==> config.mk <==
export PLATFORM = sky130hd
export DESIGN_NAME = dw_pulse_sync_multi
export DESIGN_NICKNAME = d
export VERILOG_FILES = /design/src/rtl/dw_pulse_sync_multi.sv
export SDC_FILE = /design/constraint.sdc
export NUM_CORES = 1
export LEC_CHECK = 0
export CORE_UTILIZATION = 45
export CTS_BUF_LIST = sky130_fd_sc_hd__clkbuf_8 sky130_fd_sc_hd__clkbuf_16
export CTS_CLUSTER_DIAMETER = 80
export DETAILED_ROUTE_END_ITERATION = 8
export PLACE_DENSITY = 0.72
export SLEW_MARGIN = 10
export SYNTH_ARGS = -nofsm -noshare
export SYNTH_HDL_FRONTEND = slang
export SYNTH_SLANG_ARGS = --single-unit
==> constraint.sdc <==
create_clock -name clk_d -period 3.31 [get_ports clk_d]
set_input_delay 0.4965 -clock clk_d [delete_from_list [all_inputs] [get_ports clk_d]]
set_output_delay 0.4965 -clock clk_d [all_outputs]
set_load 0.005 [all_outputs]
==> src/rtl/dw_pulse_sync_multi.sv <==
// Multi-channel event synchroniser with per-channel pending queues and valid/ready handshake.
// Define DW_PULSE_SYNC_MULTI_DROP_CNT_EN to add the per-channel lost-event counter port drop_cnt.
module dw_pulse_sync_multi #(
    parameter int NUM_CH      = 4,
    parameter int F_SYNC_TYPE = 2,
    parameter int PULSE_MODE  = 0,
    parameter int CNT_W       = 4
) (
    input  logic                      clk_d,
    input  logic                      rst_d,
    input  logic                      init_d,
    input  logic [NUM_CH-1:0]         event_s,
    output logic [NUM_CH-1:0]         event_d,
    input  logic [NUM_CH-1:0]         event_rdy,
    output logic [NUM_CH*CNT_W-1:0]   pend_cnt,
    output logic [NUM_CH-1:0]         ovf,
    input  logic                      ovf_clr
`ifdef DW_PULSE_SYNC_MULTI_DROP_CNT_EN
    ,
    output logic [NUM_CH*8-1:0]       drop_cnt
`endif
);

    localparam logic [CNT_W-1:0] CNT_MAX = '1;

    logic                           clr;
    logic [NUM_CH-1:0]              sync_s;
    logic [NUM_CH-1:0]              hist_q, hist_d;
    logic [NUM_CH-1:0]              det;
    logic [NUM_CH-1:0]              accept;
    logic [NUM_CH-1:0]              lost;
    logic [NUM_CH-1:0][CNT_W-1:0]   cnt_q, cnt_d;
    logic [NUM_CH-1:0]              ovf_q, ovf_d;

    assign clr = rst_d | init_d;

    generate
        if (F_SYNC_TYPE == 0) begin : g_nosync
            assign sync_s = event_s;
        end else begin : g_sync
            logic [NUM_CH-1:0] sync_q [F_SYNC_TYPE];
            logic [NUM_CH-1:0] sync_d [F_SYNC_TYPE];

            always_comb begin
                sync_d[0] = event_s;
                for (int k = 1; k < F_SYNC_TYPE; k++) begin
                    sync_d[k] = sync_q[k-1];
                end
            end

            always_ff @(posedge clk_d) begin
                for (int k = 0; k < F_SYNC_TYPE; k++) begin
                    if (clr) begin
                        sync_q[k] <= '0;
                    end else begin
                        sync_q[k] <= sync_d[k];
                    end
                end
            end

            assign sync_s = sync_q[F_SYNC_TYPE-1];
        end
    endgenerate

    assign hist_d = sync_s;

    always_comb begin
        case (PULSE_MODE)
            1:       det = sync_s & ~hist_q;
            2:       det = ~sync_s & hist_q;
            default: det = sync_s ^ hist_q;
        endcase
    end

    // Valid is decoded from registered counts only, so it never depends on event_rdy.
    always_comb begin
        for (int i = 0; i < NUM_CH; i++) begin
            event_d[i] = |cnt_q[i];
        end
        accept = event_d & event_rdy;
    end

    always_comb begin
        cnt_d = cnt_q;
        lost  = '0;
        for (int i = 0; i < NUM_CH; i++) begin
            if (det[i] && !accept[i]) begin
                if (cnt_q[i] != CNT_MAX) begin
                    cnt_d[i] = cnt_q[i] + CNT_W'(1);
                end else begin
                    lost[i] = 1'b1;
                end
            end else if (!det[i] && accept[i]) begin
                cnt_d[i] = cnt_q[i] - CNT_W'(1);
            end
        end
        // A loss in the same cycle as a clear keeps the sticky bit set.
        ovf_d = (ovf_clr ? '0 : ovf_q) | lost;
    end

    always_ff @(posedge clk_d) begin
        if (clr) begin
            hist_q <= '0;
            cnt_q  <= '0;
            ovf_q  <= '0;
        end else begin
            hist_q <= hist_d;
            cnt_q  <= cnt_d;
            ovf_q  <= ovf_d;
        end
    end

    assign pend_cnt = cnt_q;
    assign ovf      = ovf_q;

`ifdef DW_PULSE_SYNC_MULTI_DROP_CNT_EN
    logic [NUM_CH-1:0][7:0] drop_q, drop_d;

    always_comb begin
        for (int i = 0; i < NUM_CH; i++) begin
            drop_d[i] = ovf_clr ? 8'd0 : drop_q[i];
            if (lost[i]) begin
                if (ovf_clr) begin
                    drop_d[i] = 8'd1;
                end else if (drop_q[i] != 8'hFF) begin
                    drop_d[i] = drop_q[i] + 8'd1;
                end
            end
        end
    end

    always_ff @(posedge clk_d) begin
        if (clr) begin
            drop_q <= '0;
        end else begin
            drop_q <= drop_d;
        end
    end

    assign drop_cnt = drop_q;
`endif

endmodule

==> flow_metrics.env, run 1 <==
export IMPL_clockBufferDepth=2
export IMPL_maxCapViolCount=0
export IMPL_fin_total_pwr_mw=0.884
export IMPL_clk_latency_ps=280
export IMPL_htreeDepth=2
export IMPL_cp_top_family="compound AO/OA/AOI/OAI gates"
export IMPL_io_pins=36
export IMPL_pre_cts_ws_ps=801
export IMPL_status="completed"
export IMPL_gp_congestion=0.860
export IMPL_final_common_cell="clkdlybuf4s50_1"
export IMPL_ys_ff_latch=32
export IMPL_power_density_nw_per_um2=393
export IMPL_fin_worst_skew_ps=7.90
export IMPL_synth_flop_cell="dfxtp_1"
export IMPL_yosysSeqAreaShare=0.366
export IMPL_dieArea_um2=4140
export IMPL_wl_per_cell_um=14.3
export IMPL_grt_pass1_vias=1457
export IMPL_arrival_ps=2590
export IMPL_worst_path_buf_inv=0
export IMPL_port_buffers=35
export IMPL_cp_cell_sequence="o41ai_2 -> nand2_1 -> ha_1 -> nand3_1 -> a2111oi_0 -> a211o_1"
export IMPL_synth_cell_types=36
export IMPL_ctsHoldBuffers=0
export IMPL_fin_util=0.610
export IMPL_num_vias=1557
export IMPL_max_freq_mhz=424
export IMPL_max_stage_delay_ps=490
export IMPL_setup_viol=0
export IMPL_min_period_ps=2360
export IMPL_tritoncts="built"
export IMPL_cts_sinks=32
export IMPL_grt_pass1_wl_mm=6.57
export IMPL_worst_pin_slew_ps=445
export IMPL_synth_edf_count=0
export IMPL_syn_inst=181
export IMPL_drtAntennaViolNets=0
export IMPL_critPathRequiredTime_ps=3540
export IMPL_syn_to_final_growth_pct=28.5
export IMPL_worst_r2r_cell_count=6
export IMPL_holdCritPathClass="reg2reg"
export IMPL_synthArstFlopShare=0
export IMPL_start_util=0.475
export IMPL_post_cts_resize_count=0
export IMPL_final_cell_mix="clkdlybuf4s50_1 (35), dfxtp_1 (32), nand4_1 (12), and2_1 (12), nor2_1 (9)"
export IMPL_routed_wl_mm=3.84
export IMPL_syn_avg_cell_area_um2=9.67
export IMPL_antenna_cells=0
export IMPL_rsz0062_at_grt="false"
export IMPL_viasPerCell=5.81
export IMPL_worst_path_max_delay_cell="a2111oi_0"
export IMPL_cp_start_kind="flip-flop"
export IMPL_slew_headroom=0.696
export IMPL_die_h_um=64.4
export IMPL_netlist_area_um2=1750
export IMPL_drive_gt1_frac=0.0864
export IMPL_globalRouteOverflowTotal=0
export IMPL_cts_inserted_buffers=5
export IMPL_grt_usage=0.208
export IMPL_slew_violations=0
export IMPL_layout_nets=243
export IMPL_grt_max_degree=26
export IMPL_drcViolationCount=0
export IMPL_post_dp_hpwl_mm=2.73
export IMPL_dieWidth_um=64.4
export IMPL_drt_iter0_markers=222
export IMPL_cp_num_cells=6
export IMPL_clk_pin_slew_worst_paths_ps=70
export IMPL_antenna_found_initial=0
export IMPL_ir_drop_uv=339
export IMPL_cp_end_kind="flip-flop"
export IMPL_post_cts_buffers=0
export IMPL_setup_slack_ps=952
export IMPL_drt_pass1_iter_count=4
export IMPL_core_area_um2=3690
export IMPL_crit_path_max_fanout=8
export IMPL_setup_tns_ps=0
export IMPL_synth_fp_nets=205
export IMPL_holdWs_ps=420
export IMPL_root_buffer="clkbuf_8"
export IMPL_hold_depth=1
export IMPL_leakagePower_nw=0.833
export IMPL_fin_crit_sh=0.712
export IMPL_critical_path_class="reg2reg"
export IMPL_hold_viol=0
export IMPL_yosysWarnings=0
export IMPL_row_count=22
## path summary, 6_finish.rpt
kind,start,to,slack [ps]
setup / recovery,pend_cnt[12]$_SDFFE_PP0P_,pend_cnt[15]$_SDFFE_PP0P_,950
hold / removal,g_sync.sync_q[0][0]$_SDFF_PP0_,g_sync.sync_q[1][0]$_SDFF_PP0_,420
setup reg to reg,pend_cnt[12]$_SDFFE_PP0P_,pend_cnt[15]$_SDFFE_PP0P_,950
hold reg to reg,g_sync.sync_q[0][0]$_SDFF_PP0_,g_sync.sync_q[1][0]$_SDFF_PP0_,420
## worst register-to-register path, cell delays in order, from the launching register on
cell       delay, ps
dfxtp_1          410
o41ai_2          480
nand2_1          220
ha_1             400
nand3_1          170
a2111oi_0        490
a211o_1          160
## layout make-up
type                       count  area (µm²)
fill                         336        1440
multi-input combinational    139        1060
inverter                       5        18.8
clock buffer                   5        68.8
sequential                    32         641
clock inverter                 3        38.8
timing repair buffer          36         358
tap                           48        60.1
## cells by family (layout without fill, tap and decap cells)
logic type | Yosys count | count (layout) | share of synthesized area
simple gates | 71 | 71 | 0.228
flops | 32 | 32 | 0.366
fa+ha+maj | 12 | 12 | 0.103
mux | 4 | 4 | 0.0229
xor+xnor | 8 | 8 | 0.0400
compound gates | 44 | 44 | 0.214
buf+inv | 10 | 49 | 0.0257
## metal layers
metal / track usage / wire (µm)
met2: 0.378 / 2010
met3: 0.0482 / 132
met5: 0 / 0
met4: 0.0944 / 63
met1: 0.225 / 1630
## through the flow
step                      cell area [µm²]  std cells
final                                2250        268
after global routing                 2250        268
after CTS                            2250        268
after detailed placement             2140        260
after global placement               2140        260
after floorplan                      1750        181
## sequential cells by signal, summed over array words and instances, names as in the netlist
name           cells
g_sync.sync_q      8
ovf                4
hist_q             4
pend_cnt          16
## Yosys cell counts, types with 5 or more instances
master	count	area (µm²)
a211oi_1	5	37.5
a21oi_1	8	40.0
and2_1	12	75.1
dfxtp_1	32	641
ha_1	8	100
inv_1	5	18.8
nand2_1	7	26.3
nand3_1	8	40.0
nand4_1	12	75.1
nor2_1	9	33.8
nor3_1	8	40.0
o21ai_0	5	25.0
xor2_1	8	70.1
## where the power goes
part           switching, mW  internal (mW)
Combinational         0.0516         0.0595
Clock                  0.145          0.220
Sequential            0.0139          0.394
Total                  0.211          0.673
Power figures use the tool's default switching activity.
==> run 2, diff against run 1 <==
==> constraint.sdc (replaced) <==
create_clock -name clk_d -period 2.3 [get_ports clk_d]
set_input_delay 0.345 -clock clk_d [delete_from_list [all_inputs] [get_ports clk_d]]
set_output_delay 0.345 -clock clk_d [all_outputs]
set_load 0.005 [all_outputs]
==> run 2 against run 1 <==
  * Total power rose by 45%
  * Core utilization rose by 3.2 points
  * Worst hold slack better by 8.0 ps
  * Sequential power rose by 43%
  * Critical path depth is 3 lower
  * Largest cell class unchanged
==> flow_metrics.env, run 2 (synthesis results as in run 1) <==
export IMPL_leakagePower_nw=0.899
export IMPL_dpl_cell_area_um2=2220
export IMPL_max_freq_mhz=445
export IMPL_reg2reg_to="pend_cnt[3]$_SDFFE_PP0P_"
export IMPL_grt_pass1_vias=1593
export IMPL_final_cell_mix="clkdlybuf4s50_1 (35), dfxtp_1 (31), nand4_1 (12), and2_1 (12), buf_4 (11)"
export IMPL_gp_congestion=0.854
export IMPL_hold_viol=0
export IMPL_dieArea_um2=4140
export IMPL_hold_depth=1
export IMPL_dieWidth_um=64.4
export IMPL_globalRouteOverflowTotal=0
export IMPL_cp_start_kind="flip-flop"
export IMPL_grt_usage=0.209
export IMPL_grt_pass1_wl_mm=6.70
export IMPL_grt_max_degree=26
export IMPL_fin_crit_sh=0.976
export IMPL_port_buffers=35
export IMPL_crit_path_max_fanout=7
export IMPL_drt_pass1_iter_count=6
export IMPL_drive_gt1_frac=0.148
export IMPL_arrival_ps=1900
export IMPL_fin_util=0.641
export IMPL_status="completed"
export IMPL_r2r_start="pend_cnt[0]$_SDFFE_PP0P_"
export IMPL_setup_tns_ps=0
export IMPL_busiest_layer="met2"
export IMPL_fin_total_pwr_mw=1.29
export IMPL_routed_wl_mm=3.87
export IMPL_drt_iter0_markers=142
export IMPL_antenna_found_initial=0
export IMPL_viasPerCell=5.71
export IMPL_critPathRequiredTime_ps=1960
export IMPL_pre_cts_ws_ps=-24.5
export IMPL_cts_sinks=32
export IMPL_critical_path_class="reg2out"
export IMPL_power_density_nw_per_um2=543
export IMPL_start_util=0.475
export IMPL_holdWs_ps=428
export IMPL_hold_start="g_sync.sync_q[0][2]$_SDFF_PP0_"
export IMPL_worst_pin_slew_ps=471
export IMPL_layout_nets=253
export IMPL_fillers=309
export IMPL_clockBufferDepth=2
export IMPL_grtUsageMet1=0.222
export IMPL_tritoncts="built"
export IMPL_use_met3=0.0482
export IMPL_clk_latency_ps=280
export IMPL_setup_viol=0
export IMPL_maxCapViolCount=0
export IMPL_syn_to_final_growth_pct=35.2
export IMPL_wl_per_cell_um=13.9
export IMPL_io_pins=36
export IMPL_drcViolationCount=0
export IMPL_slew_violations=0
export IMPL_post_dp_hpwl_mm=2.77
export IMPL_core_area_um2=3690
export IMPL_rrSetupSlack_ps=170
export IMPL_post_cts_buffers=0
export IMPL_largest_reg_flops=16
export IMPL_holdCritPathClass="reg2reg"
export IMPL_clk_pin_slew_worst_paths_ps=60
export IMPL_worst_r2r_cell_count=8
export IMPL_die_h_um=64.4
export IMPL_slew_headroom=0.686
export IMPL_rsz0062_at_grt="false"
export IMPL_row_count=22
export IMPL_final_common_cell="clkdlybuf4s50_1"
export IMPL_post_cts_resize_count=0
export IMPL_root_buffer="clkbuf_8"
export IMPL_whs_endpoint="g_sync.sync_q[1][2]$_SDFF_PP0_"
export IMPL_cp_end_kind="primary output"
export IMPL_ir_drop_uv=440
export IMPL_drtAntennaViolNets=0
export IMPL_ctsHoldBuffers=0
export IMPL_cts_inserted_buffers=5
export IMPL_antenna_cells=0
export IMPL_min_period_ps=2250
export IMPL_final_area_um2=2370
export IMPL_setup_slack_ps=54.4
export IMPL_fin_worst_skew_ps=6.62
export IMPL_met2_usage=0.387
export IMPL_htreeDepth=2
export IMPL_dpl_cell_count=270
export IMPL_finalNonFillerCells=278
export IMPL_num_vias=1588
[run 2: cell count changes in the layout (fill, tap and decap cells not counted), sizes merged]
| cell | delta |
|---|---|
| buf | +10 |
[run 2: worst max-delay path, stage by stage (launching register included)]
cell	delay, ps
dfxtp_1	340
buf_4	170
or4_2	650
clkdlybuf4s50_1	460
[run 2: area by class of cell]
class | count | area, µm² | area share
inverters | 5 | 18.8 | 0.00793
clock inverters | 3 | 38.8 | 0.0164
flip-flops and latches | 32 | 642 | 0.271
well taps | 48 | 60.1 | 0.0254
multi-input cells | 139 | 1100 | 0.467
clock buffers | 5 | 68.8 | 0.0291
repair buffers | 46 | 433 | 0.183
[run 2: worst max-delay path by stage]
stage / start / end
after floorplan: pend_cnt[3]$_SDFFE_PP0P_ / pend_cnt[3]$_SDFFE_PP0P_
after global placement: event_rdy[1] / pend_cnt[7]$_SDFFE_PP0P_
after detailed placement: event_rdy[1] / pend_cnt[7]$_SDFFE_PP0P_
after CTS: pend_cnt[8]$_SDFFE_PP0P_ / event_d[2]
after global routing: pend_cnt[8]$_SDFFE_PP0P_ / event_d[2]
final: pend_cnt[8]$_SDFFE_PP0P_ / event_d[2]
[run 2: power breakdown]
part           total, mW  internal [mW]  switching, mW  leakage, nW
clock network      0.525          0.317          0.209       0.0593
registers          0.583          0.567         0.0158        0.259
logic              0.177         0.0947         0.0826        0.581
[run 2: metal layers]
metal / share of wire / vias up / routed length (µm)
met4: 0.011 / 0 / 42
li1: - / 792 / -
met1: 0.43 / 753 / 1680
met2: 0.51 / 37 / 1990
met3: 0.039 / 6 / 152
met5: 0 / - / 0
==> run 3, diff against run 2 <==
==> constraint.sdc (replaced) <==
create_clock -name clk_d -period 2.3 [get_ports clk_d]
set_input_delay 0.345 -clock clk_d [delete_from_list [all_inputs] [get_ports clk_d]]
set_output_delay 0.345 -clock clk_d [all_outputs]
set_load 0.05 [all_outputs]
==> run 3 against run 2 <==
  * Die area is the same
  * Core utilization is essentially flat
  * Total power shrank 3.2%
  * Cell count shrank 0.36%
  * Register-to-register slack lost 120 ps
  * Combinational power grew 30%
  * Via count shrank 1.2%
  * Setup slack lost 3.5 ps
==> flow_metrics.env, run 3 (synthesis results as in run 1) <==
export IMPL_grt_pass1_wl_mm=6.52
export IMPL_cts_sinks=32
export IMPL_leakagePower_nw=0.917
export IMPL_multi_input_area_um2=1130
export IMPL_hold_start="g_sync.sync_q[0][1]$_SDFF_PP0_"
export IMPL_gp_congestion=0.873
export IMPL_antenna_found_initial=0
export IMPL_drcViolationCount=0
export IMPL_hold_viol=0
export IMPL_row_count=22
export IMPL_power_density_nw_per_um2=526
export IMPL_cts_inserted_buffers=5
export IMPL_critPathRequiredTime_ps=2470
export IMPL_grt_max_degree=26
export IMPL_grt_pass1_vias=1505
export IMPL_final_common_cell="clkdlybuf4s50_1"
export IMPL_viasPerCell=5.66
export IMPL_fin_crit_sh=0.978
export IMPL_final_cell_mix="clkdlybuf4s50_1 (31), dfxtp_1 (30), nand4_1 (12), and2_1 (12), buf_4 (11)"
export IMPL_post_dp_hpwl_mm=2.79
export IMPL_slew_headroom=0.666
export IMPL_drtAntennaViolNets=0
export IMPL_io_pins=36
export IMPL_setup_viol=0
export IMPL_status="completed"
export IMPL_die_h_um=64.4
export IMPL_max_freq_mhz=445
export IMPL_root_buffer="clkbuf_8"
export IMPL_dieArea_um2=4140
export IMPL_r2r_start="pend_cnt[0]$_SDFFE_PP0P_"
export IMPL_syn_to_final_growth_pct=35.2
export IMPL_clk_latency_ps=280
export IMPL_clk_pin_slew_worst_paths_ps=60
export IMPL_largest_reg_flops=16
export IMPL_antenna_cells=0
export IMPL_cp_start_kind="flip-flop"
export IMPL_globalRouteOverflowTotal=0
export IMPL_port_buffers=35
export IMPL_start_util=0.475
export IMPL_arrival_ps=2420
export IMPL_drt_iter0_markers=109
export IMPL_num_vias=1569
export IMPL_fin_worst_skew_ps=4.92
export IMPL_fillers=311
export IMPL_grt_usage=0.204
export IMPL_ctsHoldBuffers=0
export IMPL_core_area_um2=3690
export IMPL_layout_area_seq_um2=643
export IMPL_fin_total_pwr_mw=1.24
export IMPL_crit_start="pend_cnt[0]$_SDFFE_PP0P_"
export IMPL_holdCritPathClass="reg2reg"
export IMPL_layout_nets=252
export IMPL_min_period_ps=2250
export IMPL_maxCapViolCount=0
export IMPL_cp_end_kind="flip-flop"
export IMPL_holdWs_ps=421
export IMPL_drt_pass1_iter_count=4
export IMPL_slew_violations=0
export IMPL_clockBufferDepth=2
export IMPL_tritoncts="built"
export IMPL_dieWidth_um=64.4
export IMPL_ir_drop_uv=442
export IMPL_critical_path_class="reg2reg"
export IMPL_htreeDepth=2
export IMPL_crit_path_max_fanout=8
export IMPL_wl_per_cell_um=14.2
export IMPL_routed_wl_mm=3.93
export IMPL_worst_pin_slew_ps=499
export IMPL_drive_gt1_frac=0.157
run 3: metrics by stage:
stage	cells	TNS [ps]	setup slack (ps)	util	instance area, µm²
6_report	277	0	50.9	0.642	2370
5_1_grt	277	-44.0	-27.5	0.642	2370
4_1_cts	275	0	20.1	0.621	2290
3_5_place_dp	267	-4.34	-4.34	0.595	2190
3_3_place_gp	267	0	86.5	0.595	2190
2_1_floorplan	181	0	6.52	-	1750
run 3: what timing repair did:
item	in CTS	in global routing
pin swaps	0	2
setup buffers	0	2
endpoints found under the hold margin	0	0
endpoints found under the setup margin	3	4
gates resized for setup	3	12
run 3: final timing paths:
path / end / slack, ps / depth (start not counted)
setup / recovery: pend_cnt[3]$_SDFFE_PP0P_ / 50 / 8
hold / removal: g_sync.sync_q[1][1]$_SDFF_PP0_ / 420 / 1
setup reg to reg: pend_cnt[3]$_SDFFE_PP0P_ / 50 / 8
hold reg to reg: g_sync.sync_q[1][1]$_SDFF_PP0_ / 420 / 1
run 3: power breakdown:
part | switching [mW] | internal [mW] | total [mW]
sequential | 0.0178 | 0.567 | 0.585
clock | 0.195 | 0.235 | 0.430
combinational | 0.137 | 0.0927 | 0.230
total | 0.349 | 0.895 | 1.24
run 3: area by class of cell:
type / count / share of cell area
sequential: 32 / 0.272
tap: 48 / 0.0254
timing repair buffer: 45 / 0.179
clock buffer: 6 / 0.0349
inverter: 5 / 0.00793
clock inverter: 2 / 0.00317
multi-input combinational: 139 / 0.478
run 3: critical path, cell delays in order (launching register included):
cell and delay [ps]:
dfxtp_1 420, o41ai_4 460, nand2_1 150, buf_4 180
ha_1 290, nand3_2 140, nand4_1 160, mux2i_1 100
a211o_1 230
run 3: metal layers:
metal	GRT usage	wire (µm)	share of wire
met1	0.231	1700	0.43
met2	0.343	2010	0.51
met3	0.0446	139	0.035
met4	0.133	73	0.019
met5	0	0	0
